==> src/rtl/uart_frame_rx64_if.sv <==
// Receiver-side bundle for the 64-bit word link: serial line in, word and status pulses out.
// master is the receiver, slave is the line driver / word consumer.
interface uart_frame_rx64_if;
    logic        I_rxb;
    logic [63:0] O_data;
    logic        O_data_valid;
    logic        O_frame_err;
    logic        O_parity_err;
    logic        O_timeout;
    logic        O_busy;

    modport master (
        input  I_rxb,
        output O_data,
        output O_data_valid,
        output O_frame_err,
        output O_parity_err,
        output O_timeout,
        output O_busy
    );

    modport slave (
        output I_rxb,
        input  O_data,
        input  O_data_valid,
        input  O_frame_err,
        input  O_parity_err,
        input  O_timeout,
        input  O_busy
    );
endinterface

==> src/rtl/uart_frame_rx64.sv <==
// Serial receiver: eight UART byte-frames (LSB first) reassembled into one 64-bit word.
// Even parity per byte is compiled in with `define UART_RX64_PARITY_EN.
module uart_frame_rx64 #(
    parameter int unsigned CLKS_PER_BIT = 10,
    parameter int unsigned TIMEOUT_BITS = 16
) (
    input logic               I_clk,
    input logic               I_rst,
    uart_frame_rx64_if.master bus_io
);

    localparam int unsigned CntW   = $clog2(CLKS_PER_BIT);
    localparam int unsigned TmoMax = TIMEOUT_BITS * CLKS_PER_BIT;
    localparam int unsigned TmoW   = $clog2(TmoMax + 1);

    // The cycle that detects the start edge counts toward the half-bit wait.
    localparam logic [CntW-1:0] HalfLoad = CntW'(CLKS_PER_BIT / 2 - 1);
    localparam logic [CntW-1:0] BitLoad  = CntW'(CLKS_PER_BIT - 1);
    localparam logic [TmoW-1:0] TmoLast  = TmoW'(TmoMax - 1);
    localparam logic [TmoW-1:0] TmoSat   = TmoW'(TmoMax);

`ifdef UART_RX64_PARITY_EN
    localparam logic [3:0] LastSample = 4'd8;
`else
    localparam logic [3:0] LastSample = 4'd7;
`endif

    typedef enum logic [2:0] {
        StIdle,
        StStart,
        StData,
        StStop,
        StWaitHigh
    } state_e;

    logic            sync1_q;
    logic            rx_s_q;
    state_e          state_q;
    logic [CntW-1:0] cnt_q;
    logic [3:0]      nbit_q;
    logic [7:0]      shift_q;
    logic [2:0]      idx_q;
    logic [55:0]     word_q;
    logic [TmoW-1:0] tmo_q;
    logic [63:0]     data_q;
    logic            valid_q;
    logic            ferr_q;
    logic            tmo_p_q;
    logic            parity_ok;

`ifdef UART_RX64_PARITY_EN
    logic par_q;
    logic perr_q;

    assign parity_ok = ~^{shift_q, par_q};
    assign bus_io.O_parity_err = perr_q;
`else
    assign parity_ok = 1'b1;
    assign bus_io.O_parity_err = 1'b0;
`endif

    always_ff @(posedge I_clk or posedge I_rst) begin
        if (I_rst) begin
            sync1_q <= 1'b1;
            rx_s_q  <= 1'b1;
            state_q <= StIdle;
            cnt_q   <= '0;
            nbit_q  <= 4'd0;
            shift_q <= 8'd0;
            idx_q   <= 3'd0;
            word_q  <= 56'd0;
            tmo_q   <= '0;
            data_q  <= 64'd0;
            valid_q <= 1'b0;
            ferr_q  <= 1'b0;
            tmo_p_q <= 1'b0;
`ifdef UART_RX64_PARITY_EN
            par_q   <= 1'b0;
            perr_q  <= 1'b0;
`endif
        end else begin
            sync1_q <= bus_io.I_rxb;
            rx_s_q  <= sync1_q;
            valid_q <= 1'b0;
            ferr_q  <= 1'b0;
            tmo_p_q <= 1'b0;
`ifdef UART_RX64_PARITY_EN
            perr_q  <= 1'b0;
`endif
            unique case (state_q)
                StIdle: begin
                    if (idx_q != 3'd0 && tmo_q != TmoSat) begin
                        tmo_q <= tmo_q + 1'b1;
                        if (tmo_q == TmoLast) begin
                            tmo_p_q <= 1'b1;
                            idx_q   <= 3'd0;
                        end
                    end
                    // A start edge in the timeout cycle becomes byte 0 of a new word.
                    if (!rx_s_q) begin
                        state_q <= StStart;
                        cnt_q   <= HalfLoad;
                        tmo_q   <= '0;
                    end
                end

                StStart: begin
                    if (cnt_q == '0) begin
                        if (rx_s_q) begin
                            state_q <= StIdle;
                        end else begin
                            state_q <= StData;
                            cnt_q   <= BitLoad;
                            nbit_q  <= 4'd0;
                        end
                    end else begin
                        cnt_q <= cnt_q - 1'b1;
                    end
                end

                StData: begin
                    if (cnt_q == '0) begin
                        cnt_q <= BitLoad;
`ifdef UART_RX64_PARITY_EN
                        if (nbit_q[3]) begin
                            par_q <= rx_s_q;
                        end else begin
                            shift_q <= {rx_s_q, shift_q[7:1]};
                        end
`else
                        shift_q <= {rx_s_q, shift_q[7:1]};
`endif
                        if (nbit_q == LastSample) begin
                            state_q <= StStop;
                        end else begin
                            nbit_q <= nbit_q + 4'd1;
                        end
                    end else begin
                        cnt_q <= cnt_q - 1'b1;
                    end
                end

                StStop: begin
                    if (cnt_q == '0) begin
                        if (!rx_s_q) begin
                            ferr_q  <= 1'b1;
                            idx_q   <= 3'd0;
                            state_q <= StWaitHigh;
                        end else if (!parity_ok) begin
`ifdef UART_RX64_PARITY_EN
                            perr_q  <= 1'b1;
`endif
                            idx_q   <= 3'd0;
                            state_q <= StIdle;
                        end else begin
                            // Bytes enter at the top so byte 0 ends up in the low lane.
                            if (idx_q == 3'd7) begin
                                data_q  <= {shift_q, word_q};
                                valid_q <= 1'b1;
                                idx_q   <= 3'd0;
                            end else begin
                                word_q <= {shift_q, word_q[55:8]};
                                idx_q  <= idx_q + 3'd1;
                            end
                            state_q <= StIdle;
                        end
                    end else begin
                        cnt_q <= cnt_q - 1'b1;
                    end
                end

                StWaitHigh: begin
                    if (rx_s_q) begin
                        state_q <= StIdle;
                    end
                end

                default: state_q <= StIdle;
            endcase
        end
    end

    assign bus_io.O_data       = data_q;
    assign bus_io.O_data_valid = valid_q;
    assign bus_io.O_frame_err  = ferr_q;
    assign bus_io.O_timeout    = tmo_p_q;
    assign bus_io.O_busy       = (state_q != StIdle) || (idx_q != 3'd0);

endmodule

==> src/flat_wrapper.sv <==
// flat-port wrapper written by rule: the top's interface ports become plain ports
module uart_frame_rx64_flat 
#(
    parameter int unsigned CLKS_PER_BIT = 10,
    parameter int unsigned TIMEOUT_BITS = 16
)
  (I_clk, I_rst, bus_io_I_rxb, bus_io_O_data, bus_io_O_data_valid, bus_io_O_frame_err, bus_io_O_parity_err, bus_io_O_timeout, bus_io_O_busy);
  uart_frame_rx64_if bus_io_i ();
  input logic I_clk;
  input logic I_rst;
  input wire logic [$bits(bus_io_i.I_rxb)-1:0] bus_io_I_rxb;
  output wire logic [$bits(bus_io_i.O_data)-1:0] bus_io_O_data;
  output wire logic [$bits(bus_io_i.O_data_valid)-1:0] bus_io_O_data_valid;
  output wire logic [$bits(bus_io_i.O_frame_err)-1:0] bus_io_O_frame_err;
  output wire logic [$bits(bus_io_i.O_parity_err)-1:0] bus_io_O_parity_err;
  output wire logic [$bits(bus_io_i.O_timeout)-1:0] bus_io_O_timeout;
  output wire logic [$bits(bus_io_i.O_busy)-1:0] bus_io_O_busy;
  assign bus_io_i.I_rxb = bus_io_I_rxb;
  assign bus_io_O_data = bus_io_i.O_data;
  assign bus_io_O_data_valid = bus_io_i.O_data_valid;
  assign bus_io_O_frame_err = bus_io_i.O_frame_err;
  assign bus_io_O_parity_err = bus_io_i.O_parity_err;
  assign bus_io_O_timeout = bus_io_i.O_timeout;
  assign bus_io_O_busy = bus_io_i.O_busy;
  uart_frame_rx64 #(.CLKS_PER_BIT(CLKS_PER_BIT), .TIMEOUT_BITS(TIMEOUT_BITS)) u_core (.I_clk(I_clk), .I_rst(I_rst), .bus_io(bus_io_i));
endmodule
==> config.mk <==
export PLATFORM = sky130hd
export DESIGN_NAME = uart_frame_rx64_flat
export DESIGN_NICKNAME = d
export VERILOG_FILES = /design/src/rtl/uart_frame_rx64_if.sv /design/src/rtl/uart_frame_rx64.sv /design/src/flat_wrapper.sv
export SDC_FILE = /design/constraint.sdc
export NUM_CORES = 1
export LEC_CHECK = 0
export ABC_CLOCK_PERIOD_IN_PS = 6000
export BUFFER_PORTS_ARGS = -buffer_cell sky130_fd_sc_hd__buf_2
export CORE_ASPECT_RATIO = 1.2
export CORE_MARGIN = 10
export CORE_UTILIZATION = 55
export DETAILED_ROUTE_END_ITERATION = 12
export PLACE_DENSITY = 0.75
export SETUP_SLACK_MARGIN = 0.02
export SYNTH_ARGS = -nofsm -noshare
export SYNTH_HDL_FRONTEND = slang
export SYNTH_SLANG_ARGS = --single-unit
==> constraint.sdc <==
create_clock -name I_clk -period 6 [get_ports I_clk]
set_input_delay 0.3 -clock I_clk [delete_from_list [all_inputs] [get_ports I_clk]]
set_output_delay 0.3 -clock I_clk [all_outputs]
set_load 0.02 [all_outputs]
==> flow_metrics.tcl <==
set metrics [dict create \
    min_path_type "in -> async" \
    synth_mux_area_frac 0.259 \
    cts-resized-gates 0 \
    cp_slowest_cell "nor2_8" \
    globalRouteOverflowTotal 0 \
    setup_viol 0 \
    core-area_mm2 0.0117 \
    fin_crit_ns 3.70 \
    area_growth_pct 14.5 \
    synth_nets 460 \
    worstMarginPinSlew_ns 0.929 \
    synth_edf_count 0 \
    vias 3744 \
    clock_skew_ns 0.00829 \
    cts-buffers-inserted 17 \
    final_layout_size_suffix_gt1_frac 0.457 \
    h-tree-depth 4 \
    fin_nets 530 \
    max_freq_mhz 270 \
    synthSimpleGateAreaFrac 0.0570 \
    die-area_mm2 0.0169 \
    worstPathMaxFanout 43 \
    post_drt_wl_per_cell_um 17.6 \
    utilization 0.650 \
    postSynthCellCount 449 \
    worstSetupPathType "reg -> reg" \
    pre_cts_ws_ns 2.32 \
    rows 43 \
    p_leak_nw 3.93 \
    die-height_um 140 \
    synth_compound_area_frac 0.0400 \
    vias_per_cell 5.43 \
    cts_root_buf "clkbuf_16" \
    ys.warnings.count 0 \
    worstSetupEndpointType "flip-flop" \
    synth-xor-area-share 0 \
    cpPeakStageDelay_ns 0.76 \
    dp_cells 656 \
    finalSetupTns_ns 0 \
    total_power_mw 2.47 \
    grt_pass1_vias 4022 \
    ys_ff_latch 155 \
    cp_cell_sequence "inv_1 -> ha_1 -> or3b_1 -> or3_1 -> nor2_8 -> buf_4 -> mux2_2" \
    insertion_delay_ns 0.41 \
    max_cap_viol_count 0 \
    numPortBuffers 70 \
    rsz0062_at_grt "false" \
    synth_area_leaders "dfrtp_1 (58%), mux2_2 (14%), mux2_4 (11%)" \
    finalWorstSetupSlack_ns 2.30 \
    ir_worst_vdd_uv 190 \
    initial_core_util 0.567 \
    clk_pin_slew_ns 0.06 \
    grt_pass1_wl_mm 20.6 \
    cts_tree "done" \
    ys_types 48 \
    synth_adder_area_share 0.0151 \
    grt_max_degree 98 \
    power_density_mw_per_mm2 325 \
    cp-start-kind "flip-flop" \
    synth_ff_type "dfrtp_1" \
    grt_util_all_layers 0.149 \
    outcome "complete, no violations" \
    syn-cell-area_mm2 0.00662 \
    hpwl_mm 7.98 \
    worstPathArrival_ns 4.00 \
    layoutNonFillerInstCount 689 \
    path_delay_family "simple AND/OR/NAND/NOR gates" \
    dr.pass1.iters 4 \
    clockBufferDepth 2 \
    maxSlewViolCount 0 \
    synth_top_area_cell "dfrtp_1" \
    gp_congestion 0.786 \
    avgSynthCellArea_um2 14.8 \
    synth_top_family_by_area "multiplexers" \
    antenna_found_initial 0 \
    drc 0 \
    hold_viol_final 0 \
    cts.sinks 155 \
    wirelength_mm 12.1 \
    critPathBufInv 2 \
    layout_commonest_cell "dfrtp_1" \
    ioPinCount 72 \
    yosysSeqAreaShare 0.586 \
    antenna_left 0 \
    required_ns 6.29 \
    fin_crit_sh 0.617 \
    layout_common_cells "dfrtp_1 (153), mux2_2 (80), buf_2 (70)" \
    synth_top_area_share 0.578 \
    synth-async-reset-ratio 1.00 \
    max_slew_margin 0.381 \
    die_w_um 120 \
    drtIter0Drc 224 \
    diodes 0 \
]
## layout make-up
class | instances | area [um^2]
clock buffers | 21 | 470
clock inverters | 11 | 109
fillers | 843 | 4090
inverters | 16 | 65.1
multi-input cells | 254 | 2470
flip-flops and latches | 155 | 3880
well taps | 157 | 196
repair buffers | 75 | 390
## stage by stage
step                hold WS [ns]  cell area (um^2)
finish                    0.0666              7580
global route               0.148              7580
CTS                        0.102              7580
detailed placement         0.347              7000
global placement           0.346              7000
floorplan                  0.304              6620
## Yosys cell counts, types with 2 or more instances
master / number
a311o_1: 2
nor4b_1: 2
nor2_1: 13
o41ai_1: 2
nor3_1: 7
o22ai_1: 3
mux2i_1: 8
mux2_2: 80
nand2b_1: 4
or3_1: 3
nand2_1: 20
nor3b_1: 4
ha_1: 8
buf_2: 7
buf_12: 6
inv_1: 16
a21oi_1: 8
dfrtp_1: 153
o21ai_0: 8
buf_4: 4
nand3_1: 4
a31oi_1: 3
a311oi_1: 3
a32o_1: 2
dfstp_2: 2
nor2b_1: 2
mux2_4: 49
clkbuf_1: 6
## registers in the layout, indices dropped and copies added, names as in the netlist
signal and flops:
u_core.bus_io.O_data 64, u_core.cnt_q 4, u_core.idx_q 3, u_core.nbit_q 4, u_core.sync1_q 1, u_core.shift_q 8, u_core.rx_s_q 1, u_core.bus_io.O_timeout 1
u_core.bus_io.O_data_valid 1, u_core.tmo_q 8, u_core.word_q 56, u_core.bus_io.O_frame_err 1, u_core.state_q 3
## metal layers
layer	routed length [um]	track usage
met5	0	0
met4	132	0.0541
met3	530	0.0458
met2	5970	0.236
met1	5480	0.188
## final timing paths
check | start | cells after the start | slack, ns | endpoint
worst max-delay path | u_core.cnt_q[0] | 7 | 2.30 | u_core.bus_io.O_data[51]
worst min-delay path | I_rst | 2 | 0.07 | u_core.tmo_q[2]
worst max register to register | u_core.cnt_q[0] | 7 | 2.30 | u_core.bus_io.O_data[51]
worst min register to register | u_core.sync1_q | 0 | 0.36 | u_core.rx_s_q
max in group asynchronous | I_rst | 3 | 4.68 | u_core.bus_io.O_data[51]
min in group I_clk | u_core.sync1_q | 0 | 0.36 | u_core.rx_s_q
## report_power, final
part,total (mW),internal (mW),switching [mW]
clock network,1.03,0.608,0.421
registers,1.15,1.09,0.0582
logic,0.287,0.118,0.169
## logic make-up (layout without fill, tap and decap cells)
kind of cell / count (synthesis) / in the layout
compound gates: 39 / 39
fa+ha+maj: 8 / 8
buf+inv: 40 / 123
flops: 155 / 155
mux: 137 / 137
other cells: 1 / 1
simple gates: 69 / 69
## what timing repair did
action | CTS | global route
hold endpoints to repair | 1 | 0
endpoints found under the setup margin | 0 | 0
hold buffers | 1 | 0
setup buffers | 0 | 0
(Power assumes the default switching activity.)
